$ cat src/rtl/rgb2raw.sv
// rgb2raw: Bayer re-mosaic encoder. Keeps one colour per pixel according to a 2x2 CFA
// pattern and packs IN_PCNT-pixel beats into OUT_PCNT-sample raw words.
// Optional macro RGB2RAW_CFA_SEL_EN adds a runtime i_pattern input sampled at each frame start.
// Handshake: a beat is accepted when de & valid are both high; o_valid pulses for one cycle per word
// and is only ever asserted while o_de is high. There is no backpressure.
module rgb2raw #(
  parameter int          PW       = 8,
  parameter int          IN_PCNT  = 2,
  parameter int          OUT_PCNT = 4,
  parameter int          MAX_HRES = 3840,
  parameter int          MAX_VRES = 2160,
  parameter logic [31:0] PATTERN  = "GBRG"
) (
  input  logic                          i_pclk,
  input  logic                          i_rstn,
  input  logic                          i_vsync,
  input  logic                          i_hsync,
  input  logic                          i_de,
  input  logic                          i_valid,
`ifdef RGB2RAW_CFA_SEL_EN
  input  logic [1:0]                    i_pattern,
`endif
  input  logic [PW*IN_PCNT-1:0]         i_r,
  input  logic [PW*IN_PCNT-1:0]         i_g,
  input  logic [PW*IN_PCNT-1:0]         i_b,
  output logic                          o_vsync,
  output logic                          o_hsync,
  output logic                          o_de,
  output logic                          o_valid,
  output logic [$clog2(MAX_HRES)-1:0]   o_x_cnt,
  output logic [$clog2(MAX_VRES)-1:0]   o_y_cnt,
  output logic [PW*OUT_PCNT-1:0]        o_raw
);

  localparam int R      = OUT_PCNT / IN_PCNT;
  localparam int SLOT_W = (R > 1) ? $clog2(R) : 1;
  localparam int XW     = $clog2(MAX_HRES);
  localparam int YW     = $clog2(MAX_VRES);
  localparam int PCW    = XW + 1;
  localparam int IW     = PW * IN_PCNT;
  localparam int OW     = PW * OUT_PCNT;

  localparam logic [1:0] PAT_ENC = (PATTERN == "RGGB") ? 2'd0 :
                                   (PATTERN == "GRBG") ? 2'd1 :
                                   (PATTERN == "GBRG") ? 2'd2 : 2'd3;

  // Colour at a CFA site: 0=R, 1=G, 2=B. Green sits on the diagonal whose
  // (row^col) differs from pat[0]^pat[1]; red occupies the row pat[1].
  function automatic logic [1:0] cfa_color(input logic [1:0] pat, input logic row,
                                           input logic col);
    logic [1:0] c;
    if ((row ^ col) != (pat[0] ^ pat[1])) c = 2'd1;
    else if (row == pat[1])               c = 2'd0;
    else                                  c = 2'd2;
    return c;
  endfunction

  // Stage A registers
  logic              r_a_vs;
  logic              r_a_hs;
  logic              r_a_de;
  logic              r_a_valid;
  logic [IW-1:0]     r_a_r;
  logic [IW-1:0]     r_a_g;
  logic [IW-1:0]     r_a_b;
  logic              r_a_vs_d;
  logic              r_a_de_d;

  // Stage B state
  logic [SLOT_W-1:0] r_slot;
  logic [OW-1:0]     r_acc;
  logic [PCW-1:0]    r_pixcol;
  logic [YW-1:0]     r_y;
  logic [XW-1:0]     r_wcnt;

  logic [1:0]        w_pat;
  logic              w_beat;
  logic              w_de_fall;
  logic              w_vs_rise;
  logic              w_flush;
  logic              w_last;
  logic              w_emit;
  logic              w_de_out;
  logic [IW-1:0]     w_sel;
  logic [OW-1:0]     w_ext;
  logic [OW-1:0]     w_ins;
  logic [OW-1:0]     w_word;
  logic [PCW-1:0]    w_pix_sum;
  logic [PCW-1:0]    w_pix_next;

`ifdef RGB2RAW_CFA_SEL_EN
  logic [1:0] r_a_pat;
  logic [1:0] r_pat;

  always_ff @(posedge i_pclk) begin
    if (!i_rstn) begin
      r_a_pat <= 2'd0;
      r_pat   <= PAT_ENC;
    end else begin
      r_a_pat <= i_pattern;
      if (w_vs_rise) r_pat <= r_a_pat;
    end
  end

  assign w_pat = r_pat;
`else
  assign w_pat = PAT_ENC;
`endif

  assign w_beat    = r_a_de & r_a_valid;
  assign w_de_fall = r_a_de_d & ~r_a_de;
  assign w_vs_rise = r_a_vs & ~r_a_vs_d;
  assign w_flush   = w_de_fall & (r_slot != '0);
  assign w_last    = w_beat & (r_slot == SLOT_W'(R - 1));
  assign w_emit    = w_last | w_flush;
  assign w_de_out  = r_a_de | w_flush;

  assign w_pix_sum  = r_pixcol + PCW'(IN_PCNT);
  assign w_pix_next = (w_pix_sum > PCW'(MAX_HRES - 1)) ? PCW'(MAX_HRES - 1) : w_pix_sum;

  always_comb begin
    w_sel = '0;
    for (int k = 0; k < IN_PCNT; k++) begin
      case (cfa_color(w_pat, r_y[0], r_pixcol[0] ^ k[0]))
        2'd0:    w_sel[k*PW +: PW] = r_a_r[k*PW +: PW];
        2'd1:    w_sel[k*PW +: PW] = r_a_g[k*PW +: PW];
        default: w_sel[k*PW +: PW] = r_a_b[k*PW +: PW];
      endcase
    end
  end

  // Earliest beat lands in the lowest lanes of the output word.
  always_comb begin
    w_ext         = '0;
    w_ext[IW-1:0] = w_sel;
    w_ins         = w_ext << (IW * int'(r_slot));
    w_word        = r_acc | w_ins;
  end

  always_ff @(posedge i_pclk) begin
    if (!i_rstn) begin
      r_a_vs    <= 1'b0;
      r_a_hs    <= 1'b0;
      r_a_de    <= 1'b0;
      r_a_valid <= 1'b0;
      r_a_r     <= '0;
      r_a_g     <= '0;
      r_a_b     <= '0;
      r_a_vs_d  <= 1'b0;
      r_a_de_d  <= 1'b0;
    end else begin
      r_a_vs    <= i_vsync;
      r_a_hs    <= i_hsync;
      r_a_de    <= i_de;
      r_a_valid <= i_valid;
      r_a_r     <= i_r;
      r_a_g     <= i_g;
      r_a_b     <= i_b;
      r_a_vs_d  <= r_a_vs;
      r_a_de_d  <= r_a_de;
    end
  end

  always_ff @(posedge i_pclk) begin
    if (!i_rstn) begin
      r_slot   <= '0;
      r_acc    <= '0;
      r_pixcol <= '0;
      r_y      <= '0;
    end else begin
      if (w_beat) begin
        if (w_last) begin
          r_slot <= '0;
          r_acc  <= '0;
        end else begin
          r_slot <= r_slot + SLOT_W'(1);
          r_acc  <= w_word;
        end
      end else if (w_flush) begin
        r_slot <= '0;
        r_acc  <= '0;
      end

      if (!r_a_de)     r_pixcol <= '0;
      else if (w_beat) r_pixcol <= w_pix_next;

      // Frame start wins over an end-of-line in the same cycle.
      if (w_vs_rise)
        r_y <= '0;
      else if (w_de_fall && (r_y != YW'(MAX_VRES - 1)))
        r_y <= r_y + YW'(1);
    end
  end

  always_ff @(posedge i_pclk) begin
    if (!i_rstn) begin
      o_vsync <= 1'b0;
      o_hsync <= 1'b0;
      o_de    <= 1'b0;
      o_valid <= 1'b0;
      o_raw   <= '0;
      o_x_cnt <= '0;
      o_y_cnt <= '0;
      r_wcnt  <= '0;
    end else begin
      o_vsync <= r_a_vs;
      o_hsync <= r_a_hs;
      o_de    <= w_de_out;
      o_valid <= w_emit;
      o_y_cnt <= r_y;
      if (w_emit) o_raw <= w_last ? w_word : r_acc;
      if (!w_de_out) begin
        o_x_cnt <= '0;
        r_wcnt  <= '0;
      end else if (w_emit) begin
        o_x_cnt <= r_wcnt;
        r_wcnt  <= r_wcnt + XW'(1);
      end
    end
  end

endmodule
$ cat config.mk
export PLATFORM = sky130hd
export DESIGN_NAME = rgb2raw
export DESIGN_NICKNAME = d
export VERILOG_FILES = /design/src/rtl/rgb2raw.sv
export SDC_FILE = /design/constraint.sdc
export NUM_CORES = 1
export LEC_CHECK = 0
export CORE_AREA = 4 4 116 118
export CTS_BUF_LIST = sky130_fd_sc_hd__clkbuf_8
export DETAILED_ROUTE_END_ITERATION = 10
export DIE_AREA = 0 0 120 122
export PLACE_DENSITY = 0.8
export SYNTH_ARGS = -nofsm -noshare
export SYNTH_HDL_FRONTEND = slang
export SYNTH_SLANG_ARGS = --single-unit
export TNS_END_PERCENT = 10
$ cat constraint.sdc
create_clock -name i_pclk -period 2.5 [get_ports i_pclk]
set_input_delay 0.5 -clock i_pclk [delete_from_list [all_inputs] [get_ports i_pclk]]
set_output_delay 0.5 -clock i_pclk [all_outputs]
set_load 0.01 [all_outputs]
==> results.json <==
{
  "run_status": "finished clean",
  "multiInputGateArea_mm2": 0.00271,
  "synthArstFlopShare_pct": 0,
  "cts.sinks": 183,
  "grtUsageTotal_pct": 21.1,
  "die_height_um": 122,
  "r2r.worst_path.cells": 8,
  "clk_pin_slew_ps": 90,
  "postCtsHoldBufs": 0,
  "cp.depth": 8,
  "cts_setup_buffers": 0,
  "relSlewSlack_pct": 49.2,
  "worstPathArrival_ps": 2730,
  "clkLatencyLatePin_ps": 460,
  "die-area_mm2": 0.0146,
  "fillCellCount": 1046,
  "holdPathEnd": "o_vsync$_SDFF_PN0_",
  "path_buf_inv": 0,
  "hold_depth": 2,
  "synth_seq_cells": 183,
  "critPathTopFamily": "simple AND/OR/NAND/NOR gates",
  "ys_types": 44,
  "rsz0062_at_grt": "no",
  "port_buffers": 113,
  "mappedNetlistArea_mm2": 0.00657,
  "place_ws_ps": 84.3,
  "drc": 0,
  "hp-start": "r_a_vs$_SDFF_PN0_",
  "path_cells": "ha_4, nand3_1, nor2_2, xnor2_1, a211o_1, or4b_4, nand3_4, o2111a_1",
  "avgViaCountPerCell": 5.15,
  "post_drt_wl_per_cell_um": 15.0,
  "slowest_stage": "or4b_4",
  "critPathKind": "flop to flop",
  "n_antenna_cell": 0,
  "ir_drop_v": 0.000316,
  "cp-end-kind": "flop",
  "final_antenna_net_count": 0,
  "drv_cap": 0,
  "whs_ps": 438,
  "cts_resized": 0,
  "cts_max_path_buffers": 2,
  "power_density_mw_per_mm2": 605,
  "final_cell_area_mm2": 0.00822,
  "clock-root-buffer": "clkbuf_8",
  "placed_cell_area_mm2": 0.00786,
  "placed_cells_incl_taps": 986,
  "min-delay-path-class": "flop to flop",
  "crit-reg2reg-launch": "r_pixcol[2]$_SDFFE_PN0P_",
  "finalNetCount": 895,
  "fmax_ghz": 0.431,
  "die_w_um": 120,
  "p_leak_nw": 2.95,
  "drt_iter0_drc": 242,
  "antenna_found_initial": 0,
  "synth_edf_count": 0,
  "r2r-end": "r_pixcol[8]$_SDFFE_PN0P_",
  "fin_crit_ps": 2320,
  "finalWirelength_um": 15200,
  "layout-drive-gt1-share_pct": 6.38,
  "cpPeakStageDelay_ps": 550,
  "grt_pass1_wl_um": 24500,
  "cts_tree": "done",
  "rows": 41,
  "crit_path_start_kind": "flop",
  "yosys_warnings": 0,
  "grt_overflow": 0,
  "worstMarginPinSlew_ps": 760,
  "syn_area_per_cell_um2": 8.98,
  "required_ps": 2910,
  "first_pass_iters": 4,
  "setup_violations": 0,
  "finalPower_mw": 4.97,
  "seqCellArea_mm2": 0.00366,
  "core_mm2": 0.0125,
  "worst-r2r-setup-slack_ps": 180,
  "clock_skew_ps": 10.7,
  "num_vias": 5241,
  "grt_pass1_vias": 5114,
  "finalNonFillerCells": 1018,
  "synth_cells": 731,
  "syn_nets": 793,
  "syn_to_final_growth_pct": 25.1,
  "drv_slew": 0,
  "routabilityCongestion": 0.861,
  "synth_ff_type": "dfxtp_1",
  "crit_fanout": 9,
  "final_core_util_pct": 65.9,
  "tns_ps": 0,
  "cts_buffers": 17,
  "ios": 114,
  "start_util_pct": 52.7,
  "post-route-period-util_pct": 92.9,
  "hpwl_um": 11000,
  "finalHoldViolCount": 0,
  "worst_slack_ps": 178,
  "ys_seq_area_share_pct": 55.8,
  "grt_max_degree": 59,
  "htree_levels": 4
}
## power by group
group / total, mW / switching, mW / internal (mW)
sequential: 2.99 / 0.0216 / 2.97
clock: 1.74 / 1.01 / 0.729
combinational: 0.247 / 0.118 / 0.129
## cell usage in the layout (no fill, tap or decap), drive strengths merged, types with 14 or more instances in the layout
cell type,Yosys,final
buf,3,16
nor2,57,57
clkdlybuf4s50,0,112
o21ai,24,24
nand3,17,17
dfxtp,183,183
inv,11,14
a22oi,16,16
a21oi,51,51
nand2,141,141
clkbuf,42,19
and2,65,65
xor2,21,21
a31oi,19,19
and3,22,22
## worst max-delay path by stage
stage | startpoint | end
floorplan | r_pixcol[1]$_SDFFE_PN0P_ | r_pixcol[8]$_SDFFE_PN0P_
global placement | r_pixcol[2]$_SDFFE_PN0P_ | r_pixcol[8]$_SDFFE_PN0P_
detailed placement | r_pixcol[2]$_SDFFE_PN0P_ | r_pixcol[8]$_SDFFE_PN0P_
CTS | r_pixcol[2]$_SDFFE_PN0P_ | r_pixcol[8]$_SDFFE_PN0P_
global route | r_pixcol[1]$_SDFFE_PN0P_ | r_pixcol[8]$_SDFFE_PN0P_
finish | r_pixcol[2]$_SDFFE_PN0P_ | r_pixcol[8]$_SDFFE_PN0P_
## synth_stat cells, types with 3 or more instances
cell type  instances  area, µm²
a21oi_1           51        255
a22oi_1           16        120
a31oi_1           19        119
and2_1            65        407
and3_1            22        138
buf_2              3       15.0
clkbuf_1          42        158
dfxtp_1          183       3660
ha_1               8        100
inv_1             11       41.3
nand2_1          141        529
nand3_1           16       80.1
nand4_1            8       50.1
nor2_1            56        210
nor3_1             3       15.0
o21ai_0           23        115
o22ai_1            6       37.5
xnor2_1           10       87.6
xor2_1            21        184
## logic make-up after synthesis
family	after synthesis	share of synthesized area, %
flops	183	55.8
simple gates	326	23.9
compound gates	126	11.3
buf+inv	56	3.26
fa+ha+maj	8	1.52
mux	1	0.152
xor+xnor	31	4.13
## registers in the layout, indices dropped and copies added, names as in the netlist
| signal | cells |
|---|---|
| o_y_cnt | 12 |
| r_a_g | 16 |
| r_a_hs | 1 |
| r_acc | 32 |
| r_a_vs | 1 |
| o_x_cnt | 12 |
| o_raw | 32 |
| r_a_r | 16 |
| o_de | 1 |
| o_hsync | 1 |
| r_a_b | 16 |
| r_a_de_d | 1 |
| r_slot | 1 |
| r_y | 12 |
| r_a_de | 1 |
| r_wcnt | 12 |
| r_pixcol | 13 |
| o_valid | 1 |
| r_a_valid | 1 |
| o_vsync | 1 |
## per-layer routing
layer | global-route usage [%] | wire (µm) | up-vias | part of all wire [%]
met1 | 27.3 | 7010 | 2451 | 46
met3 | 4.83 | 787 | 24 | 5.2
met2 | 34.2 | 7120 | 140 | 47
met5 | 0 | 0 | - | 0
li1 | - | - | 2626 | -
met4 | 8.45 | 309 | 0 | 2.0
## layout make-up
| type | instances | area share [%] |
|---|---|---|
| sequential | 183 | 44.6 |
| multi-input combinational | 492 | 33.0 |
| timing repair buffer | 128 | 15.1 |
| clock buffer | 19 | 3.18 |
| tap | 172 | 2.62 |
| clock inverter | 13 | 1.02 |
| inverter | 11 | 0.502 |
## tightest hold or removal path, stage by stage (launching register included)
cell and delay (ps):
dfxtp_1 310, inv_1 50, nor2_1 40
No activity file was read; power rests on OpenSTA's default activity.
